==> src/rtl/fifo_pkt_reader.sv <==
// Drains 32-bit words from a FIFO read port and emits them as a big-endian byte stream,
// announcing each packet with a length pulse; launches on a full packet or on a partial-fill timeout.
module fifo_pkt_reader #(
    parameter int DATA_WIDTH  = 32,
    parameter int LEVEL_WIDTH = 11,
    parameter int PKT_WORDS   = 256,
    parameter int TIMEOUT     = 1000
) (
    input  logic                   rd_clk,
    input  logic                   rd_rst_n,
    output logic                   fifo_rd_en,
    input  logic [DATA_WIDTH-1:0]  fifo_rd_data,
    input  logic                   fifo_empty,
    input  logic [LEVEL_WIDTH-1:0] fifo_rd_water_level,
    output logic                   pkt_start,
    output logic [15:0]            pkt_byte_num,
    output logic [7:0]             tx_data,
    output logic                   tx_valid,
    input  logic                   tx_ready,
    output logic                   tx_last,
    output logic                   busy
);

    localparam int          TW       = $clog2(TIMEOUT);
    localparam logic [31:0] PKT_W32  = 32'(PKT_WORDS);
    localparam logic [TW-1:0] TMO_LAST = TW'(TIMEOUT - 1);

    typedef enum logic [2:0] {IDLE, START, FETCH, LOAD, SEND} state_t;

    state_t         state, state_nxt;
    logic [13:0]    words_left;
    logic [TW-1:0]  tmo_cnt;
    logic [31:0]    shreg;
    logic [1:0]     byte_idx;
    logic           full_hit;
    logic           tmo_hit;
    logic [13:0]    trig_words;
    logic           hs;

    always_comb begin
        full_hit   = 32'(fifo_rd_water_level) >= PKT_W32;
        tmo_hit    = (tmo_cnt == TMO_LAST) && (|fifo_rd_water_level);
        trig_words = full_hit ? 14'(PKT_WORDS) : 14'(fifo_rd_water_level);
        hs         = tx_valid && tx_ready;
    end

    always_comb begin
        state_nxt  = state;
        fifo_rd_en = 1'b0;
        case (state)
            IDLE:  if (full_hit || tmo_hit) state_nxt = START;
            START: state_nxt = FETCH;
            FETCH: begin
                if (!fifo_empty) begin
                    fifo_rd_en = 1'b1;
                    state_nxt  = LOAD;
                end
            end
            LOAD:  state_nxt = SEND;
            SEND: begin
                if (hs && byte_idx == 2'd3)
                    state_nxt = (words_left != 14'd0) ? FETCH : IDLE;
            end
            default: state_nxt = IDLE;
        endcase
    end

    always_ff @(posedge rd_clk) begin
        if (!rd_rst_n) begin
            state        <= IDLE;
            words_left   <= '0;
            tmo_cnt      <= '0;
            shreg        <= '0;
            byte_idx     <= '0;
            pkt_start    <= 1'b0;
            pkt_byte_num <= '0;
            tx_data      <= '0;
            tx_valid     <= 1'b0;
            tx_last      <= 1'b0;
            busy         <= 1'b0;
        end else begin
            state     <= state_nxt;
            busy      <= (state_nxt != IDLE);
            pkt_start <= 1'b0;
            case (state)
                IDLE: begin
                    // Level is snapshotted here; later writes wait for the next packet.
                    if (full_hit || tmo_hit) begin
                        words_left   <= trig_words;
                        pkt_byte_num <= {trig_words, 2'b00};
                        pkt_start    <= 1'b1;
                        tmo_cnt      <= '0;
                    end else if (fifo_empty) begin
                        tmo_cnt <= '0;
                    end else if (tmo_cnt != TMO_LAST) begin
                        tmo_cnt <= tmo_cnt + TW'(1);
                    end
                end
                FETCH: begin
                    if (!fifo_empty) words_left <= words_left - 14'd1;
                end
                LOAD: begin
                    shreg    <= fifo_rd_data[31:0];
                    byte_idx <= 2'd0;
                    tx_data  <= fifo_rd_data[31:24];
                    tx_valid <= 1'b1;
                    tx_last  <= 1'b0;
                end
                SEND: begin
                    if (hs) begin
                        shreg    <= shreg << 8;
                        byte_idx <= byte_idx + 2'd1;
                        if (byte_idx == 2'd3) begin
                            tx_valid <= 1'b0;
                            tx_last  <= 1'b0;
                        end else begin
                            tx_data <= shreg[23:16];
                            tx_last <= (byte_idx == 2'd2) && (words_left == 14'd0);
                        end
                    end
                end
                default: ;
            endcase
        end
    end

endmodule

==> config.mk <==
export PLATFORM = sky130hd
export DESIGN_NAME = fifo_pkt_reader
export DESIGN_NICKNAME = d
export VERILOG_FILES = /design/src/rtl/fifo_pkt_reader.sv
export SDC_FILE = /design/constraint.sdc
export NUM_CORES = 1
export LEC_CHECK = 0
export ABC_AREA = 1
export CAP_MARGIN = 10
export CORE_MARGIN = 2
export CORE_UTILIZATION = 68
export DETAILED_ROUTE_END_ITERATION = 8
export DONT_BUFFER_PORTS = 1
export PLACE_DENSITY_LB_ADDON = 0.08
export SETUP_SLACK_MARGIN = 0.3
export SYNTH_ARGS = -nofsm -noshare
export SYNTH_HDL_FRONTEND = slang
export SYNTH_SLANG_ARGS = --single-unit
==> constraint.sdc <==
create_clock -name rd_clk -period 5 [get_ports rd_clk]
set_clock_uncertainty 0.2 [all_clocks]
set_input_delay 1.5 -clock rd_clk [delete_from_list [all_inputs] [get_ports rd_clk]]
set_output_delay 1.5 -clock rd_clk [all_outputs]
set_load 0.1 [all_outputs]
# == Yosys cells after proc, flatten, opt, wreduce, memory -nomap -nowiden ==
# Cells that the tools add are included.
# totals
register_bits,79
input_bits,47
output_inout_bits,29
elab_cells,76
# classes
n_addsub,3
n_reduce_logical,20
mux,28
magnitude_cmp,1
eq_ne,13
# op_table
op,n
$pmux 24 s2,1
$mux 10,3
$mux 14,2
$pmux 14 s2,1
$mux 24,1
$mux 8,2
$pmux 8 s2,1
$pmux 3 s5,1
$logic_not 14->1,1
$reduce_bool 14->1,1
$sub 14x1->14 const B,1
$ge 11x9->1 const B,1
$mux 11,1
$reduce_or 11->1,1
$add 10x1->10 const B,1
$eq 10x10->1 const B,1
$ne 10x10->1 const B,1
$ne 2x2->1 const B,5
$mux 3,3
$reduce_and 3->1,3
$reduce_and 2->1,4
$mux 1,7
$eq 3x2->1 const B,2
$reduce_bool 3->1,2
11 further kinds,18

# == Longest topological paths before layout ==
# Gate-level depths: netlist (run 1).
# logic_depth
ltp_word,6
mapped_depth,11
depth_no_buf,11

# == Worst setup path after synthesis (run 1) ==
# OpenSTA, ideal clock, no wires.
# synth_timing
path_kind,input-to-output
from,input port fifo_empty
to,output port fifo_rd_en
setup_slack_ps,518
arrival_time_ps,2782
t_required_ps,3300
n_path_buf,0
cell_stages,1
cell_sequence,nor2_1
# synth_between
elab_chain_cells,2
# synth_lines
element,line,rtl
from (decl),13,"input logic fifo_empty,"
$mux 1,54,if (!fifo_empty) begin
$mux 1,50,case (state)
to (decl),11,"output logic fifo_rd_en,"
# No other way between the ends.

# == Worst setup path in the final report (run 1) ==
# Same ends and word-level chain as after synthesis.

==> results.sh, run 1 <==
export IMPL_holdCritPathClass="reg2reg"
export IMPL_cts_sinks=76
export IMPL_first_iter_violations=298
export IMPL_ant_nets=0
export IMPL_final_cell_mix="nand2_1 (176), nor2_1 (86), dfxtp_1 (76)"
export IMPL_core_area_um2=5570
export IMPL_antennaDiodeCount=0
export IMPL_grt_remaining_overflow=0
export IMPL_cts_buffer_depth=2
export IMPL_worstSetupPathType="in2out"
export IMPL_stdcell_area_um2=4130
export IMPL_status="completed"
export IMPL_p_seq_frac=0.474
export IMPL_combPwrFrac=0.320
export IMPL_die_height_um=80.5
export IMPL_tightest_slew_ps=1050
export IMPL_synth_top_family_by_area="simple AND/OR/NAND/NOR gates"
export IMPL_n_fill_cell=473
export IMPL_synth_simple_area_share=0.357
export IMPL_path_cells="nor2_2 -> buf_4"
export IMPL_numCtsBuffers=9
export IMPL_syn_area_um2=3980
export IMPL_synth_compound_area_frac=0.143
export IMPL_rows=27
export IMPL_fin_crit_ps=3590
export IMPL_powerDensity_nw_per_um2=576
export IMPL_synth_mux_area_frac=0
export IMPL_grtUsageTotal=0.293
export IMPL_final_common_cell="nand2_1"
export IMPL_min_period_over_period=0.718
export IMPL_first_pass_iters=5
export IMPL_leakage_uw=0.00182
export IMPL_synth_adder_area_share=0.0157
export IMPL_grt_pass1_wl_um=15100
export IMPL_io_pins=76
export IMPL_grt_max_degree=63
export IMPL_htree_num_levels=3
export IMPL_design_die_area_um2=6490
export IMPL_yosys_register_bits=76
export IMPL_syn_area_per_cell_um2=6.50
export IMPL_nets=650
export IMPL_clk_transition_reported_paths_ps=90
export IMPL_maxCapViolations=0
export IMPL_p_int_uw=1210
export IMPL_slowest_stage="buf_4"
export IMPL_cts_setup_buffers=0
export IMPL_hp_start="shreg[1]"
export IMPL_gp_congestion=0.906
export IMPL_cp_startpoint="fifo_empty"
export IMPL_crit_path_max_fanout=3
export IMPL_drc=0
export IMPL_wl_um=9080
export IMPL_root_buffer="clkbuf_8"
export IMPL_rsz0062_at_grt="false"
export IMPL_peakVddDrop_uv=303
export IMPL_hold_slack_ps=270
export IMPL_synthXorXnorAreaFrac=0.00440
export IMPL_switching_share=0.492
export IMPL_highest_signal_layer="met4"
export IMPL_synth_cells=613
export IMPL_cts_resized=0
export IMPL_clock_latency_ps=350
export IMPL_ctsHoldBuffers=0
export IMPL_dpl_cell_area_um2=3920
export IMPL_crit_arrival_ps=1890
export IMPL_tritoncts="built"
export IMPL_via_per_inst=5.72
export IMPL_fmax_mhz=279
export IMPL_relSlewSlack=0.299
export IMPL_yosys_cell_types_count=32
export IMPL_slew_viol_final=0
export IMPL_met1_length_um=3940
export IMPL_crit_family="buffers and inverters"
export IMPL_setup_violations=0
export IMPL_dr_total_vias=3862
export IMPL_synthToLayoutAreaGrowth_pct=3.67
export IMPL_end_kind="primary output"
export IMPL_yosysWarningCount=0
export IMPL_portBuffers=0
export IMPL_die_w_um=80.5
export IMPL_layout_drive_gt1_share=0.0597
export IMPL_cp_required_ps=3300
export IMPL_post_dp_hpwl_um=6060
export IMPL_crit_buf_inv=1
export IMPL_wl_met2_um=4370
export IMPL_p_total_uw=2380
export IMPL_power_frac_clock=0.205
export IMPL_worst_path_largest_cell_delay_ps=310
export IMPL_fin_tns_setup_ps=0
export IMPL_r2r_start="state[1]"
export IMPL_hold_violations=0
export IMPL_grt_pass1_vias=3447
export IMPL_start_util=0.715
export IMPL_seq_area_frac_synth=0.382
export IMPL_antenna_found_initial=0
export IMPL_p_sw_uw=1170
export IMPL_detail_route_wl_per_cell_um=13.5
export IMPL_wl_met3_um=587
export IMPL_startpoint_type="input port"
sequential cells by signal, indices dropped and copies added (netlist names), 2 cells and up:
signal / count
shreg: 24
words_left: 14
pkt_byte_num: 11
tmo_cnt: 10
tx_data: 8
state: 3
byte_idx: 2
through the flow:
| step | instances | worst slack, ps | utilization |
|---|---|---|---|
| 5_1_grt | 675 | 1400 | 0.741 |
| 3_5_place_dp | 659 | 1410 | 0.704 |
| 6_report | 675 | 1410 | 0.741 |
| 3_3_place_gp | 659 | 1410 | 0.704 |
| 2_1_floorplan | 617 | 518 | - |
| 4_1_cts | 675 | 1410 | 0.741 |
per-layer routing:
metal	vias up	global-route usage
met3	25	0.0663
li1	1943	-
met2	140	0.478
met1	1754	0.377
met4	0	0.108
met5	-	0
Yosys cell counts (all sizes together):
cell	instances	area, um^2
a21boi	1	7.51
a21oi	32	160
a31oi	24	150
buf	19	130
clkbuf	12	45.0
clkinv	2	8.75
conb	1	3.75
dfxtp	76	1520
ha	5	62.6
inv	54	203
nand2	183	719
nand3	46	230
nand3b	3	22.5
nand4	10	68.8
nor2	91	367
nor3	2	10.0
o211a	1	10.0
o21ai	48	240
or2	1	6.26
xnor2	1	8.76
xor2	1	8.76
worst paths after layout:
kind	endpoint	slack, ps	cells past startpoint
min	shreg[1]	270	2
max	fifo_rd_en	1410	2
min reg2reg	shreg[1]	270	2
max reg2reg	shreg[7]	2010	8
power groups by stage:
stage	logic, uW	registers [uW]	clock network [uW]
CTS	761	1130	494
global placement	723	1140	0
global route	879	1150	513
floorplan	660	1110	0
detailed placement	751	1140	0
finish	762	1130	489
layout make-up:
class / instances / area [um^2] / area share
Multi-Input combinational cell: 454 / 2090 / 0.507
Clock buffer: 9 / 124 / 0.0300
Tap cell: 72 / 90.1 / 0.0218
Timing Repair Buffer: 1 / 7.51 / 0.00182
Sequential cell: 76 / 1520 / 0.368
Inverter: 56 / 211 / 0.0512
Clock inverter: 7 / 82.6 / 0.0200
cell families after synthesis:
family                   Yosys count
AO/OA/AOI/OAI                    106
XOR/XNOR                           2
adder cells (fa/ha/maj)            5
buffers and inverters             87
flip-flops                        76
other                              1
AND/OR/NAND/NOR                  336
No activity file was read; power rests on OpenSTA's default activity.
==> run 2: changes to the inputs <==
--- a/config.mk
+++ b/config.mk
@@ -8,7 +8,7 @@
 export ABC_AREA = 1
 export CAP_MARGIN = 10
 export CORE_MARGIN = 2
-export CORE_UTILIZATION = 68
+export CORE_UTILIZATION = 57
 export DETAILED_ROUTE_END_ITERATION = 8
 export DONT_BUFFER_PORTS = 1
 export PLACE_DENSITY_LB_ADDON = 0.08
==> constraint.sdc (replaced) <==
create_clock -name rd_clk -period 3.15 [get_ports rd_clk]
set_clock_uncertainty 0.2 [all_clocks]
set_input_delay 0.945 -clock rd_clk [delete_from_list [all_inputs] [get_ports rd_clk]]
set_output_delay 0.945 -clock rd_clk [all_outputs]
set_load 0.1 [all_outputs]
==> results.sh, run 2 (synthesis gave the netlist of run 1 again) <==
export IMPL_status="completed"
export IMPL_highest_signal_layer="met4"
export IMPL_maxCapViolations=0
export IMPL_numCtsBuffers=9
export IMPL_worstSetupPathType="reg2out"
export IMPL_clock_latency_ps=360
export IMPL_min_period_over_period=0.819
export IMPL_regMostFlops="shreg"
export IMPL_peakVddDrop_uv=394
export IMPL_reg_top3="shreg (24), words_left (14), pkt_byte_num (11)"
export IMPL_layout_drive_gt1_share=0.0957
export IMPL_p_seq_frac=0.331
export IMPL_final_common_cell="nand2_1"
export IMPL_slew_viol_final=0
export IMPL_hp_start="shreg[0]"
export IMPL_grtUsageTotal=0.250
export IMPL_worst_path_largest_cell_delay_ps=370
export IMPL_synthToLayoutAreaGrowth_pct=9.42
export IMPL_leakage_uw=0.00196
export IMPL_grt_pass1_wl_um=15400
export IMPL_cts_setup_buffers=0
export IMPL_met1_length_um=4270
export IMPL_hold_violations=0
export IMPL_fmax_mhz=387
export IMPL_crit_arrival_ps=1440
export IMPL_final_cell_mix="nand2_1 (176), nor2_1 (86), dfxtp_1 (76)"
export IMPL_crit_path_max_fanout=4
export IMPL_min_to="shreg[0]"
export IMPL_relSlewSlack=0.518
export IMPL_path_cells="inv_1 -> nand3_1 -> nor2_4 -> buf_4"
export IMPL_gp_congestion=0.893
export IMPL_grt_pass1_vias=3443
export IMPL_p_sw_uw=1850
export IMPL_tightest_slew_ps=720
export IMPL_ant_nets=0
export IMPL_power_frac_clock=0.209
export IMPL_drc=0
export IMPL_setup_violations=0
export IMPL_r2r_start="state[0]"
export IMPL_core_area_um2=6790
export IMPL_r2r_end="shreg[1]"
export IMPL_final_core_util=0.642
export IMPL_dr_total_vias=3789
export IMPL_first_iter_violations=264
export IMPL_start_util=0.586
export IMPL_p_int_uw=2070
export IMPL_grt_max_degree=63
export IMPL_io_pins=76
export IMPL_clk_transition_reported_paths_ps=80
export IMPL_tritoncts="built"
export IMPL_switching_share=0.471
export IMPL_hold_depth=2
export IMPL_first_pass_iters=5
export IMPL_fin_crit_ps=2580
export IMPL_wl_um=9260
export IMPL_powerDensity_nw_per_um2=898
export IMPL_nets=675
export IMPL_cp_required_ps=2000
export IMPL_reg2regPathDepth=8
export IMPL_ctsHoldBuffers=0
export IMPL_startpoint_type="flop"
export IMPL_die_height_um=87.6
export IMPL_wl_met3_um=364
export IMPL_cts_sinks=76
export IMPL_end_kind="primary output"
export IMPL_rsz0062_at_grt="false"
export IMPL_rrSetupSlack_ps=850
export IMPL_antennaDiodeCount=0
export IMPL_antenna_found_initial=0
export IMPL_die_w_um=87.6
export IMPL_root_buffer="clkbuf_8"
export IMPL_portBuffers=0
export IMPL_combPwrFrac=0.460
export IMPL_htree_num_levels=3
export IMPL_cts_resized=0
export IMPL_slowest_stage="dfxtp_1"
export IMPL_detail_route_wl_per_cell_um=12.8
export IMPL_largest_reg_flops=24
export IMPL_grt_remaining_overflow=0
export IMPL_post_dp_hpwl_um=6350
export IMPL_design_die_area_um2=7670
export IMPL_via_per_inst=5.24
export IMPL_wl_met2_um=4500
export IMPL_cts_buffer_depth=2
export IMPL_fin_tns_setup_ps=0
export IMPL_rows=30
export IMPL_holdCritPathClass="reg2reg"
==> run 2: cell count changes in the layout (fill, tap and decap cells not counted), sizes merged <==
cell,previous run,this run
inv,57,55
bufinv,1,2
buf,1,26
==> run 2: layout make-up <==
cell class | instances | area [um^2]
clock buffers | 9 | 124
fillers | 656 | 2430
clock inverters | 6 | 88.8
repair buffers | 26 | 195
flip-flops and latches | 76 | 1520
multi-input cells | 454 | 2100
inverters | 56 | 211
well taps | 96 | 120
==> run 2: per-layer routing <==
layer,vias up,track usage
li1,1987,-
met1,1717,0.335
met2,73,0.410
met3,12,0.0377
met4,0,0.0951
met5,-,0
==> run 2: how the worst max path moves through the flow <==
stage	from	end	slack (ps)	cells past startpoint
4_1_cts	state[2]	fifo_rd_en	570	4
6_report	state[2]	fifo_rd_en	570	4
5_1_grt	state[2]	fifo_rd_en	510	4
2_1_floorplan	fifo_empty	fifo_rd_en	580	1
3_5_place_dp	fifo_rd_water_level[9]	busy	520	7
3_3_place_gp	fifo_rd_water_level[9]	busy	570	7
==> run 2: stage by stage <==
step	power [uW]	area [um^2]	setup slack [ps]	hold WS, ps	cells
after floorplan	2810	4010	577	244	617
after global placement	3070	4150	568	254	708
after detailed placement	3110	4150	515	259	708
after CTS	3920	4360	572	272	723
after global routing	4190	4360	506	303	723
final	3910	4360	569	269	723
==> run 2: power by group through the flow <==
| stage | Clock, uW | Combinational [uW] | Sequential, uW |
|---|---|---|---|
| CTS | 829 | 1790 | 1300 |
| detailed placement | 0 | 1790 | 1320 |
| finish | 818 | 1800 | 1300 |
| global route | 869 | 2000 | 1320 |
| floorplan | 0 | 1050 | 1760 |
| global placement | 0 | 1760 | 1310 |
==> run 2: worst max-delay path: cells and delay by family, from the launching register on <==
kind	cells	cell delay (ps)
and+or+nand+nor	2	290
DFF	1	370
buffers and inverters	2	410
==> run 3: changes to the inputs <==
==> constraint.sdc (replaced) <==
create_clock -name rd_clk -period 2.1 [get_ports rd_clk]
set_clock_uncertainty 0.2 [all_clocks]
set_input_delay 0.63 -clock rd_clk [delete_from_list [all_inputs] [get_ports rd_clk]]
set_output_delay 0.63 -clock rd_clk [all_outputs]
set_load 0.1 [all_outputs]
==> results.sh, run 3 (synthesis gave the netlist of run 1 again) <==
export IMPL_fmax_mhz=491
export IMPL_drc=0
export IMPL_crit_path_max_fanout=4
export IMPL_path_cells="inv_2 -> nand3_4 -> nor2_4 -> buf_12"
export IMPL_io_pins=76
export IMPL_first_iter_violations=265
export IMPL_dr_total_vias=4139
export IMPL_startpoint_type="flop"
export IMPL_maxCapViolations=0
export IMPL_rows=30
export IMPL_status="completed"
export IMPL_antennaDiodeCount=0
export IMPL_cp_required_ps=1270
export IMPL_die_w_um=87.6
export IMPL_peakVddDrop_uv=656
export IMPL_tritoncts="built"
export IMPL_antenna_found_initial=0
export IMPL_start_util=0.586
export IMPL_grt_use_met2=0.423
export IMPL_post_dp_hpwl_um=6780
export IMPL_grtUsageTotal=0.270
export IMPL_cts_sinks=76
export IMPL_via_per_inst=5.43
export IMPL_largest_reg_flops=24
export IMPL_rsz0062_at_grt="true"
export IMPL_regMostFlops="shreg"
export IMPL_grt_remaining_overflow=0
export IMPL_ctsHoldBuffers=0
export IMPL_worstSetupPathType="reg2out"
export IMPL_end_kind="primary output"
export IMPL_clk_transition_reported_paths_ps=80
export IMPL_layout_drive_gt1_share=0.234
export IMPL_leakage_uw=0.00226
export IMPL_stdcell_area_um2=5170
export IMPL_grt_pass1_vias=3589
export IMPL_synthToLayoutAreaGrowth_pct=29.7
export IMPL_wl_um=10700
export IMPL_worst_path_largest_cell_delay_ps=350
export IMPL_setup_violations=0
export IMPL_hold_violations=0
export IMPL_use_met3=0.0575
export IMPL_fin_crit_ps=2040
export IMPL_first_pass_iters=5
export IMPL_numCtsBuffers=9
export IMPL_fin_tns_setup_ps=0
export IMPL_detail_route_wl_per_cell_um=14.0
export IMPL_met1_usage=0.370
export IMPL_p_total_uw=6860
export IMPL_reg_top3="shreg (24), words_left (14), pkt_byte_num (11)"
export IMPL_min_period_over_period=0.971
export IMPL_core_area_um2=6790
export IMPL_slowest_stage="dfxtp_2"
export IMPL_htree_num_levels=3
export IMPL_final_core_util=0.760
export IMPL_n_fill_cell=520
export IMPL_design_die_area_um2=7670
export IMPL_nets=713
export IMPL_slew_viol_final=0
export IMPL_hold_slack_ps=196
export IMPL_holdCritPathClass="in2reg"
export IMPL_powerDensity_nw_per_um2=1330
export IMPL_ant_nets=0
export IMPL_crit_arrival_ps=1210
export IMPL_gp_congestion=0.970
export IMPL_die_height_um=87.6
export IMPL_root_buffer="clkbuf_8"
export IMPL_clock_latency_ps=360
export IMPL_grt_max_degree=63
export IMPL_final_common_cell="nand2_1"
export IMPL_cts_buffer_depth=2
export IMPL_final_cell_mix="nand2_1 (168), nor2_1 (77), dfxtp_1 (66)"
export IMPL_grt_pass1_wl_um=16400
export IMPL_dpl_cell_area_um2=4380
export IMPL_grt_busiest_layer="met2"
export IMPL_portBuffers=0
run 3: cell types whose count changed in the layout (fill, tap and decap cells not counted), moves of 9 or more:
cell     delta
nand3_1     -9
nor2_1      -9
buf_6      +27
dfxtp_1    -10
a21oi_1     -9
run 3: per-layer routing:
metal / share of wire / wire (um) / vias up
li1: - / - / 2081
met4: 0.019 / 205 / 0
met2: 0.48 / 5120 / 132
met1: 0.45 / 4770 / 1904
met3: 0.052 / 558 / 22
met5: 0 / 0 / -
run 3: cell type report:
class,instances,area [um^2],share of cell area
well taps,96,120,0.0233
clock inverters,6,70.1,0.0136
flip-flops and latches,76,1540,0.299
repair buffers,62,674,0.131
inverters,56,240,0.0465
clock buffers,10,138,0.0266
multi-input cells,456,2380,0.461
run 3: timing repair:
| action | CTS | global route |
|---|---|---|
| pin swaps | 6 | 27 |
| setup endpoints to repair | 88 | 85 |
| buffers inserted | 7 | 11 |
| resized for setup | 35 | 79 |
| cloned | 1 | 1 |
run 3: final timing paths:
path | from | to | slack (ps) | cells past startpoint
min reg2reg | shreg[0] | shreg[0] | 270 | 2
max reg2reg | tmo_cnt[1] | tmo_cnt[7] | 200 | 9
min | rd_rst_n | words_left[9] | 200 | 2
max | state[0] | fifo_rd_en | 60 | 4
run 3: per-stage QoR:
stage | worst slack, ps | std cells
after global routing | 26.3 | 762
after floorplan | 165 | 617
final | 61.9 | 762
after CTS | 89.7 | 750
after global placement | 110 | 726
after detailed placement | 83.0 | 726
run 3: critical path: cells and delay by family (launching register included):
kind	cells	cell delay, ps
DFF	1	350
and+or+nand+nor	2	240
buffers and inverters	2	260
run 3: report_power, final:
part           switching, uW  internal [uW]
clock network            589            589
registers                258           1750
logic                   2370           1300
total                   3210           3640
